==> src/rtl/adder_selftest_pkg.sv <==
// Shared types and constants for the adder self-test driver: FSM states,
// LFSR polynomial, B-seed mask and the directed carry-chain vectors.
package adder_selftest_pkg;

   typedef enum logic [1:0] {StIdle, StRun, StDrain, StDone} state_e;

   typedef struct packed {
      logic [31:0] a;
      logic [31:0] b;
   } operands_t;

   localparam logic [31:0] LfsrPoly  = 32'h8020_0003;
   localparam logic [31:0] BSeedMask = 32'hA5A5_A5A5;

   localparam operands_t DirVec0 = '{a: 32'hFFFF_FFFF, b: 32'h0000_0001};
   localparam operands_t DirVec1 = '{a: 32'hFFFF_FFFF, b: 32'hFFFF_FFFF};
   localparam operands_t DirVec2 = '{a: 32'h0000_0000, b: 32'h0000_0000};

endpackage

==> src/rtl/adder_selftest_driver_if.sv <==
// Operand/result bus between the self-test driver (master) and the adder
// wrapper under test (slave).
interface adder_selftest_driver_if;
   logic [31:0] a_out;
   logic [31:0] b_out;
   logic [31:0] sum_in;
   logic        cout_in;

   modport master (output a_out, output b_out, input sum_in, input cout_in);
   modport slave  (input a_out, input b_out, output sum_in, output cout_in);
endinterface

==> src/rtl/lfsr32_galois.sv <==
// 32-bit right-shifting Galois LFSR; a zero load value is replaced by 1 so
// the register can never lock up in the all-zero state.
module lfsr32_galois
   import adder_selftest_pkg::*;
(
   input  logic        clk,
   input  logic        rst,
   input  logic        load,
   input  logic [31:0] load_val,
   input  logic        step,
   output logic [31:0] state
);

   always_ff @(posedge clk or posedge rst) begin
      if (rst) begin
         state <= 32'h1;
      end else if (load) begin
         state <= (load_val == 32'h0) ? 32'h1 : load_val;
      end else if (step) begin
         state <= {1'b0, state[31:1]} ^ (state[0] ? LfsrPoly : 32'h0);
      end
   end

endmodule

==> src/rtl/adder_selftest_driver.sv <==
// Drives directed then LFSR operand pairs into a registered 32-bit adder and
// checks its sum/cout against a delayed golden add, giving pass/fail and counts.
module adder_selftest_driver
   import adder_selftest_pkg::*;
#(
   parameter int unsigned LATENCY = 2,
   parameter int unsigned CNT_W   = 16
) (
   input  logic                 clk,
   input  logic                 rst,
   input  logic                 start,
   input  logic [CNT_W-1:0]     num_vectors,
   input  logic [31:0]          seed,
   adder_selftest_driver_if.master bus,
   output logic                 busy,
   output logic                 done,
   output logic                 pass,
   output logic [CNT_W-1:0]     err_count,
   output logic [CNT_W-1:0]     first_err_idx
);

   localparam int unsigned DrainW = $clog2(LATENCY + 1);

   state_e              state;
   logic [CNT_W-1:0]    vec_idx;
   logic [CNT_W-1:0]    num_vec_q;
   logic [DrainW-1:0]   drain_cnt;
   logic                iss_valid;
   logic [CNT_W-1:0]    iss_idx;

   logic [LATENCY-1:0]             dl_valid;
   logic [LATENCY-1:0][CNT_W-1:0]  dl_idx;
   logic [LATENCY-1:0][32:0]       dl_exp;

   logic [31:0]      lfsr_a;
   logic [31:0]      lfsr_b;
   logic             accept;
   logic             lfsr_step;
   operands_t        vec;
   logic             mismatch;
   logic [CNT_W-1:0] err_sat;

   assign accept    = start && ((state == StIdle) || (state == StDone));
   assign lfsr_step = (state == StRun) && (vec_idx >= CNT_W'(3));

   lfsr32_galois u_lfsr_a (
      .clk      (clk),
      .rst      (rst),
      .load     (accept),
      .load_val (seed),
      .step     (lfsr_step),
      .state    (lfsr_a)
   );

   lfsr32_galois u_lfsr_b (
      .clk      (clk),
      .rst      (rst),
      .load     (accept),
      .load_val (seed ^ BSeedMask),
      .step     (lfsr_step),
      .state    (lfsr_b)
   );

   always_comb begin
      vec = '{a: lfsr_a, b: lfsr_b};
      if (vec_idx == CNT_W'(0)) begin
         vec = DirVec0;
      end else if (vec_idx == CNT_W'(1)) begin
         vec = DirVec1;
      end else if (vec_idx == CNT_W'(2)) begin
         vec = DirVec2;
      end
   end

   // Delay-line tail lines up with the wrapper result for the same vector.
   assign mismatch = dl_valid[LATENCY-1] &&
                     ({bus.cout_in, bus.sum_in} != dl_exp[LATENCY-1]);
   assign err_sat  = (err_count == '1) ? err_count : err_count + CNT_W'(1);

   always_ff @(posedge clk or posedge rst) begin
      if (rst) begin
         state         <= StIdle;
         vec_idx       <= '0;
         num_vec_q     <= '0;
         drain_cnt     <= '0;
         iss_valid     <= 1'b0;
         iss_idx       <= '0;
         dl_valid      <= '0;
         dl_idx        <= '0;
         dl_exp        <= '0;
         bus.a_out     <= 32'h0;
         bus.b_out     <= 32'h0;
         busy          <= 1'b0;
         done          <= 1'b0;
         pass          <= 1'b0;
         err_count     <= '0;
         first_err_idx <= '1;
      end else begin
         for (int i = int'(LATENCY) - 1; i > 0; i--) begin
            dl_valid[i] <= dl_valid[i-1];
            dl_idx[i]   <= dl_idx[i-1];
            dl_exp[i]   <= dl_exp[i-1];
         end
         dl_valid[0] <= iss_valid;
         dl_idx[0]   <= iss_idx;
         dl_exp[0]   <= {1'b0, bus.a_out} + {1'b0, bus.b_out};

         if (mismatch) begin
            err_count <= err_sat;
            if (err_count == '0) begin
               first_err_idx <= dl_idx[LATENCY-1];
            end
         end

         iss_valid <= 1'b0;
         bus.a_out <= 32'h0;
         bus.b_out <= 32'h0;

         case (state)
            StIdle, StDone: begin
               if (start) begin
                  num_vec_q     <= num_vectors;
                  vec_idx       <= '0;
                  err_count     <= '0;
                  first_err_idx <= '1;
                  if (num_vectors == '0) begin
                     state <= StDone;
                     busy  <= 1'b0;
                     done  <= 1'b1;
                     pass  <= 1'b1;
                  end else begin
                     state <= StRun;
                     busy  <= 1'b1;
                     done  <= 1'b0;
                     pass  <= 1'b0;
                  end
               end
            end
            StRun: begin
               bus.a_out <= vec.a;
               bus.b_out <= vec.b;
               iss_valid <= 1'b1;
               iss_idx   <= vec_idx;
               vec_idx   <= vec_idx + CNT_W'(1);
               if (vec_idx == num_vec_q - CNT_W'(1)) begin
                  state     <= StDrain;
                  drain_cnt <= '0;
               end
            end
            StDrain: begin
               // Last compare lands on the same edge that enters DONE.
               if (drain_cnt == DrainW'(LATENCY)) begin
                  state <= StDone;
                  busy  <= 1'b0;
                  done  <= 1'b1;
                  pass  <= (err_count == '0) && !mismatch;
               end else begin
                  drain_cnt <= drain_cnt + DrainW'(1);
               end
            end
            default: state <= StIdle;
         endcase
      end
   end

endmodule
==> src/flat_wrapper.sv <==
// flat-port wrapper written by rule: the top's interface ports become plain ports
module adder_selftest_driver_flat import adder_selftest_pkg::*;
#(
   parameter int unsigned LATENCY = 2,
   parameter int unsigned CNT_W   = 16
)
  (clk, rst, start, num_vectors, seed, busy, done, pass, err_count, first_err_idx, bus_a_out, bus_b_out, bus_sum_in, bus_cout_in);
  adder_selftest_driver_if bus_i ();
  input  logic clk;
  input  logic rst;
  input  logic start;
  input  logic [CNT_W-1:0] num_vectors;
  input  logic [31:0] seed;
  output logic busy;
  output logic done;
  output logic pass;
  output logic [CNT_W-1:0] err_count;
  output logic [CNT_W-1:0] first_err_idx;
  output wire logic [$bits(bus_i.a_out)-1:0] bus_a_out;
  output wire logic [$bits(bus_i.b_out)-1:0] bus_b_out;
  input wire logic [$bits(bus_i.sum_in)-1:0] bus_sum_in;
  input wire logic [$bits(bus_i.cout_in)-1:0] bus_cout_in;
  assign bus_a_out = bus_i.a_out;
  assign bus_b_out = bus_i.b_out;
  assign bus_i.sum_in = bus_sum_in;
  assign bus_i.cout_in = bus_cout_in;
  adder_selftest_driver #(.LATENCY(LATENCY), .CNT_W(CNT_W)) u_core (.clk(clk), .rst(rst), .start(start), .num_vectors(num_vectors), .seed(seed), .bus(bus_i), .busy(busy), .done(done), .pass(pass), .err_count(err_count), .first_err_idx(first_err_idx));
endmodule
==> config.mk <==
export PLATFORM = sky130hd
export DESIGN_NAME = adder_selftest_driver_flat
export DESIGN_NICKNAME = d
export VERILOG_FILES = /design/src/rtl/adder_selftest_pkg.sv /design/src/rtl/adder_selftest_driver_if.sv /design/src/rtl/lfsr32_galois.sv /design/src/rtl/adder_selftest_driver.sv /design/src/flat_wrapper.sv
export SDC_FILE = /design/constraint.sdc
export NUM_CORES = 1
export LEC_CHECK = 0
export ABC_AREA = 1
export CAP_MARGIN = 5
export CORE_ASPECT_RATIO = 1.1
export CORE_MARGIN = 5
export CORE_UTILIZATION = 40
export DETAILED_ROUTE_END_ITERATION = 12
export SLEW_MARGIN = 40
export SYNTH_ARGS = -nofsm -noshare
export SYNTH_HDL_FRONTEND = slang
export SYNTH_HIERARCHICAL = 1
export SYNTH_SLANG_ARGS = --single-unit
==> constraint.sdc <==
create_clock -name clk -period 12.13 [get_ports clk]
set_input_delay 2.426 -clock clk [delete_from_list [all_inputs] [get_ports clk]]
set_output_delay 2.426 -clock clk [all_outputs]
set_load 0.05 [all_outputs]
After elaboration in Yosys (flattened, before gate mapping)
Cells that the tools add are included.
{"block": "op_classes", "addsub": 5, "eq_ne": 13, "reduce_logical": 22, "bitwise_logic": 3, "order_cmp": 1, "n_mux": 42}
{"operator": "$mux 32", "n": 10}
{"operator": "$mux 64", "n": 3}
{"operator": "$mux 16", "n": 9}
{"operator": "$logic_not 32->1", "n": 2}
{"operator": "$xor 31x32->32", "n": 2}
{"operator": "$logic_not 16->1", "n": 3}
{"operator": "$add 32x32->33", "n": 1}
{"operator": "$ne 33x33->1", "n": 1}
{"operator": "$add 16x1->16 const B", "n": 2}
{"operator": "$pmux 16 s2", "n": 1}
{"operator": "$eq 16x1->1 const B", "n": 1}
{"operator": "$eq 16x16->1", "n": 1}
{"operator": "$eq 16x16->1 const B", "n": 1}
{"operator": "$eq 16x2->1 const B", "n": 1}
{"operator": "$ge 16x2->1 const B", "n": 1}
{"operator": "$not 16->16", "n": 1}
{"operator": "$sub 16x1->16 const B", "n": 1}
{"operator": "$mux 2", "n": 6}
{"operator": "$reduce_and 3->1", "n": 3}
{"operator": "$mux 1", "n": 8}
{"operator": "$reduce_bool 2->1", "n": 4}
{"operator": "$eq 2x2->1 const B", "n": 3}
{"operator": "$ne 2x2->1 const B", "n": 3}
{"operator": "$pmux 1 s2", "n": 3}
{"operator": "11 further kinds", "n": 15}
{"block": "word_totals", "input_bits": 84, "wordCells": 106, "reg_bits": 316, "out_inout_bits": 99}

Logic depth before layout (Yosys ltp)
{"block": "logic_depth", "word_depth": 6, "mapped_depth": 15, "ltp_nobuf": 14}

By module
Netlist, hierarchy kept.
{"module": "adder_selftest_driver", "area_per_inst_um2": 12181.7, "n_inst": 1, "seq_area_each_um2": 6326.1, "cells_each": 1426}
{"module": "lfsr32_galois", "area_per_inst_um2": 1650.3, "n_inst": 2, "seq_area_each_um2": 802.0, "cells_each": 214}

Least setup slack after synthesis
OpenSTA, ideal clock, no wires.
{"block": "synth_path", "kind": "input -> register", "from": "in start", "to": "reg u_core.vec_idx[12]", "required_ps": 12013, "t_arrival_ps": 3574, "path_buffers": 1, "slack_ps": 8439, "path_stages": 12, "setup_time_ps": 117, "cell_sequence": "buf_4 > nand2_2 > o21ai_4 > nand2_2 > nor2_2 > nand2_2 > nor2_4 > nand3_2 > nor2_4 > nand3_2 > o21ai_1 > nor2_1"}
{"block": "synth_between", "elab_chain_cells": 2}
{"element": "from (decl)", "line_no": "flat_wrapper.sv:11", "text": "input logic start;"}
{"element": "$ne 2x2->1 (no source line)"}
{"element": "$reduce_and 2->1 (no source line)"}
{"element": "to (signal assigned)", "line_no": "adder_selftest_driver.sv:144", "text": "vec_idx <= vec_idx + CNT_W'(1);"}
{"element": "to (decl)", "line_no": "adder_selftest_driver.sv:25", "text": "logic [CNT_W-1:0] vec_idx;"}
Every way passes these cells.
A chain may end at the register's enable or synchronous reset.

Worst setup path after layout
{"block": "layout_path", "from": "in start", "to": "reg u_core.u_lfsr_a.state[1]"}
{"block": "layout_between", "elab_chain_cells": 2, "word_cells_on_any_way": 3, "classes_between": "mux: 1; reduce/logical: 2"}
{"element": "$logic_and 1x1->1 (*)", "line_no": "adder_selftest_driver.sv:43", "text": "assign accept = start && ((state == StIdle) || (state == StDone));"}
{"element": "named net u_core.accept", "line_no": "adder_selftest_driver.sv:37", "text": "logic accept;"}
{"element": "$mux 32 or $reduce_bool 2->1 (tied branches)"}
{"element": "to (signal assigned)", "line_no": "lfsr32_galois.sv:18", "text": "state <= (load_val == 32'h0) ? 32'h1 : load_val;"}
{"element": "to (signal assigned)", "line_no": "lfsr32_galois.sv:20", "text": "state <= {1'b0, state[31:1]} ^ (state[0] ? LfsrPoly : 32'h0);"}
{"element": "to (decl)", "line_no": "lfsr32_galois.sv:11", "text": "output logic [31:0] state"}
The timed path passes the listed nets; every way through them passes the cells marked *.

==> flow_metrics.py <==
metrics = {
    "cts": {
        "cts.repair.resized": 0,
        "clock_tree.buffer_depth": 3,
        "clk-insertion-delay-late_ps": 520,
        "post_cts_hold_buffer_count": 0,
        "clkTransAtPathRegs_ps": 60,
        "postCtsSetupBuffers": 0,
        "cts_num_sinks": 316,
        "cts_buffers": 34,
        "clock_tree_from_tritoncts": "yes",
        "cts_root_buffer": "clkbuf_16",
        "htreeDepth": 2,
    },
    "setup_path": {
        "critPathBufInv": 4,
        "timing.critical_path.cells": "clkdlybuf4s50_1 > nand2_4 > inv_2 > buf_4 > nor2_4 > inv_2 > nor2_1 > a31oi_2",
        "cell_type_with_the_highest_occurrence_count_on_the_critical_path": "inv_2",
        "worst_setup_path_class": "in -> reg",
        "worst_setup_path_start_kind": "input pin",
        "endpoint_kind": "flop",
        "required_ps": 12560,
        "slowest_stage_cell_crit_path": "clkdlybuf4s50_1",
        "cp_slowest_stage_delay_ps": 710,
        "cp_max_fo": 72,
        "critical-path-top-delay-family": "buffers and inverters",
        "critical_path_arrival_ps": 5280,
    },
    "sta": {
        "timing.final.setup_violations": 0,
        "post-route-period-util": 0.400,
        "grt_setup_unrepaired": "no",
        "max-slew-margin-rel": 0.477,
        "final.setup_skew_ps": 18.6,
        "achievable-frequency_mhz": 206,
        "worst_slack_on_hold_paths_ps": 345,
        "hold_violations": 0,
        "final_max_slew_viol_count": 0,
        "setup_tns_ps": 0,
        "max_slew.worst_pin.slew_ps": 777,
        "period_needed_ps": 4850,
    },
    "global_routing": {
        "pin_count_of_the_biggest_net_entering_global_routing": 109,
        "via_count_of_the_first_global_routing_pass": 12400,
        "grt_first_pass_wirelength_mm": 68.6,
        "combined_global_route_utilization_of_all_metal_layers": 0.198,
        "gr-total-overflow": 0,
        "antenna_violations_before_repair": 0,
    },
    "die": {
        "core_footprint_um2": 38200,
        "floorplan.die.width_um": 198,
        "floorplan.die.height_um": 216,
        "num_rows": 75,
        "ios": 183,
        "initial_utilization": 0.405,
        "dieArea_um2": 42700,
    },
    "run": {
        "max-cap-violations": 0,
    },
    "routing": {
        "wl_met2_mm": 18.9,
        "dr.pass1.iters": 5,
        "routed_wirelength_mm": 42.8,
        "post_drt_wl_per_cell_um": 16.8,
        "first_iter_violations": 928,
        "detail_route.wirelength.met1_mm": 20.4,
        "ant_nets": 0,
        "route.top_layer_used": "met4",
        "routed_via_density": 5.03,
        "vias": 12800,
        "met3_wirelength_mm": 2.41,
        "detail_route.drc_violations": 0,
    },
    "placement": {
        "gpl_congestion": 0.937,
        "buffer_ports.inserted": 182,
        "dp_hpwl_mm": 32.4,
    },
    "yosys": {
        "synth_seq_cells": 316,
        "fraction_of_the_yosys_area_taken_by_sequential_cells": 0.512,
        "syn-instance-count": 1854,
        "synth.yosys.warnings": 6,
        "synth_top_area_share": 0.482,
        "post_synth.cell_area_avg_um2": 8.35,
        "syn-num-nets": 1982,
        "edff_count_synth": 0,
        "synthDistinctLibCells": 44,
        "async_flop_share": 1.00,
        "synth.largest_area_cell": "dfrtp_1",
        "postSynth.topFlopCell": "dfrtp_1",
        "post_synth_main_area_contributors": "dfrtp_1 48%, nand2_1 11%, a21oi_1 5.9%, nor2_1 5.1%, inv_1 4.0%",
        "mappedNetlistArea_um2": 15500,
    },
    "run_status": {
        "status": "completed",
    },
    "finish": {
        "area.growth.synth_to_final_pct": 21.5,
        "layout-drive-gt1-share": 0.0588,
        "antennaDiodeCount": 0,
        "final_net_count": 2146,
    },
    "power_and_ir_drop": {
        "cellLeakagePower_nw": 8.95,
        "vdd.ir_drop.worst_uv": 161,
        "pwr_density_cell_nw_per_um2": 275,
    },
    "hold_path": {
        "hold_path.class": "reg -> reg",
    },
}
-- path summary, 6_finish.rpt --
path / start / end / depth (start not counted) / slack, ps
hold / removal: u_core/iss_valid / u_core/dl_valid[0] / 0 / 340
hold reg to reg: u_core/iss_valid / u_core/dl_valid[0] / 0 / 340
setup reg to reg: u_core/state[0] / u_core/u_lfsr_a/state[1] / 9 / 8760
setup / recovery: start / u_core/u_lfsr_a/state[1] / 8 / 7280
max in group asynchronous: rst / u_core/dl_exp[47] / 5 / 7930
min in group asynchronous: rst / u_core/num_vec_q[3] / 2 / 2300
-- layout by cell type (no fill, tap or decap), types with 7 or more instances in the layout --
cell	netlist	layout
nand2_1	448	448
dfrtp_1	298	298
nor2_1	212	212
a21oi_1	184	184
clkdlybuf4s50_1	0	182
inv_1	166	164
o21ai_0	89	89
nand3_1	75	74
o21ai_1	49	48
xor2_1	47	47
ha_1	43	43
clkbuf_16	0	35
xnor2_1	25	25
nand4_1	22	22
nor3_1	21	21
dfstp_2	18	18
nor4_1	11	11
inv_2	10	11
clkbuf_8	0	7
o211ai_1	7	7
buf_4	4	7
-- per-stage QoR --
stage	util	power (mW)	worst slack (ps)	instance area, um2	cells
after detailed placement	0.463	4.18	6710	17700	2481
after global routing	0.492	5.56	7020	18800	2542
after CTS	0.492	5.21	7250	18800	2541
after floorplan	-	3.45	2800	15500	1854
after global placement	0.462	4.13	6460	17700	2481
final	0.492	5.18	7280	18800	2542
-- synthesized netlist by cell type (all sizes together) (18+ instances only) --
cell	number
dfstp	18
clkbuf	31
ha	43
nand3	78
xnor2	25
xor2	47
nand2	451
dfrtp	298
nand4	22
a21oi	184
o21ai	139
nor3	22
inv	176
buf	33
nor2	218
-- sequential cells by signal (all words and copies together), names as in the netlist --
name                   cells
u_core/bus.a_out          32
u_core/bus.b_out          32
u_core/busy                1
u_core/dl_exp             66
u_core/dl_idx             32
u_core/dl_valid            2
u_core/done                1
u_core/drain_cnt           2
u_core/err_count          16
u_core/first_err_idx      16
u_core/iss_idx            16
u_core/iss_valid           1
u_core/num_vec_q          16
u_core/pass                1
u_core/state               2
u_core/u_lfsr_a/state     32
u_core/u_lfsr_b/state     32
u_core/vec_idx            16
-- layer usage --
layer  vias up  GRT usage
met1      5996      0.302
met4         0     0.0553
met2       364      0.297
li1       6346          -
met5         -          0
met3        70     0.0280
-- cell families after synthesis --
| logic type | share of synthesized area |
|---|---|
| adder cells (fa/ha/maj) | 0.0360 |
| XOR/XNOR | 0.0407 |
| buffers and inverters | 0.0659 |
| flip-flops | 0.512 |
| AO/OA/AOI/OAI | 0.126 |
| AND/OR/NAND/NOR | 0.219 |
-- report_power, final --
group          internal (mW)  switching, mW
Sequential              1.45          0.350
Combinational          0.777           1.59
Clock                  0.596          0.413
-- final cells by class --
class / instances / area [um2]
clock buffer: 48 / 995
clock inverter: 12 / 103
fill: 3702 / 19400
inverter: 176 / 668
multi-input combinational: 1298 / 6560
sequential: 316 / 7930
tap: 500 / 626
timing repair buffer: 192 / 1920
Power figures use the tool's default switching activity.
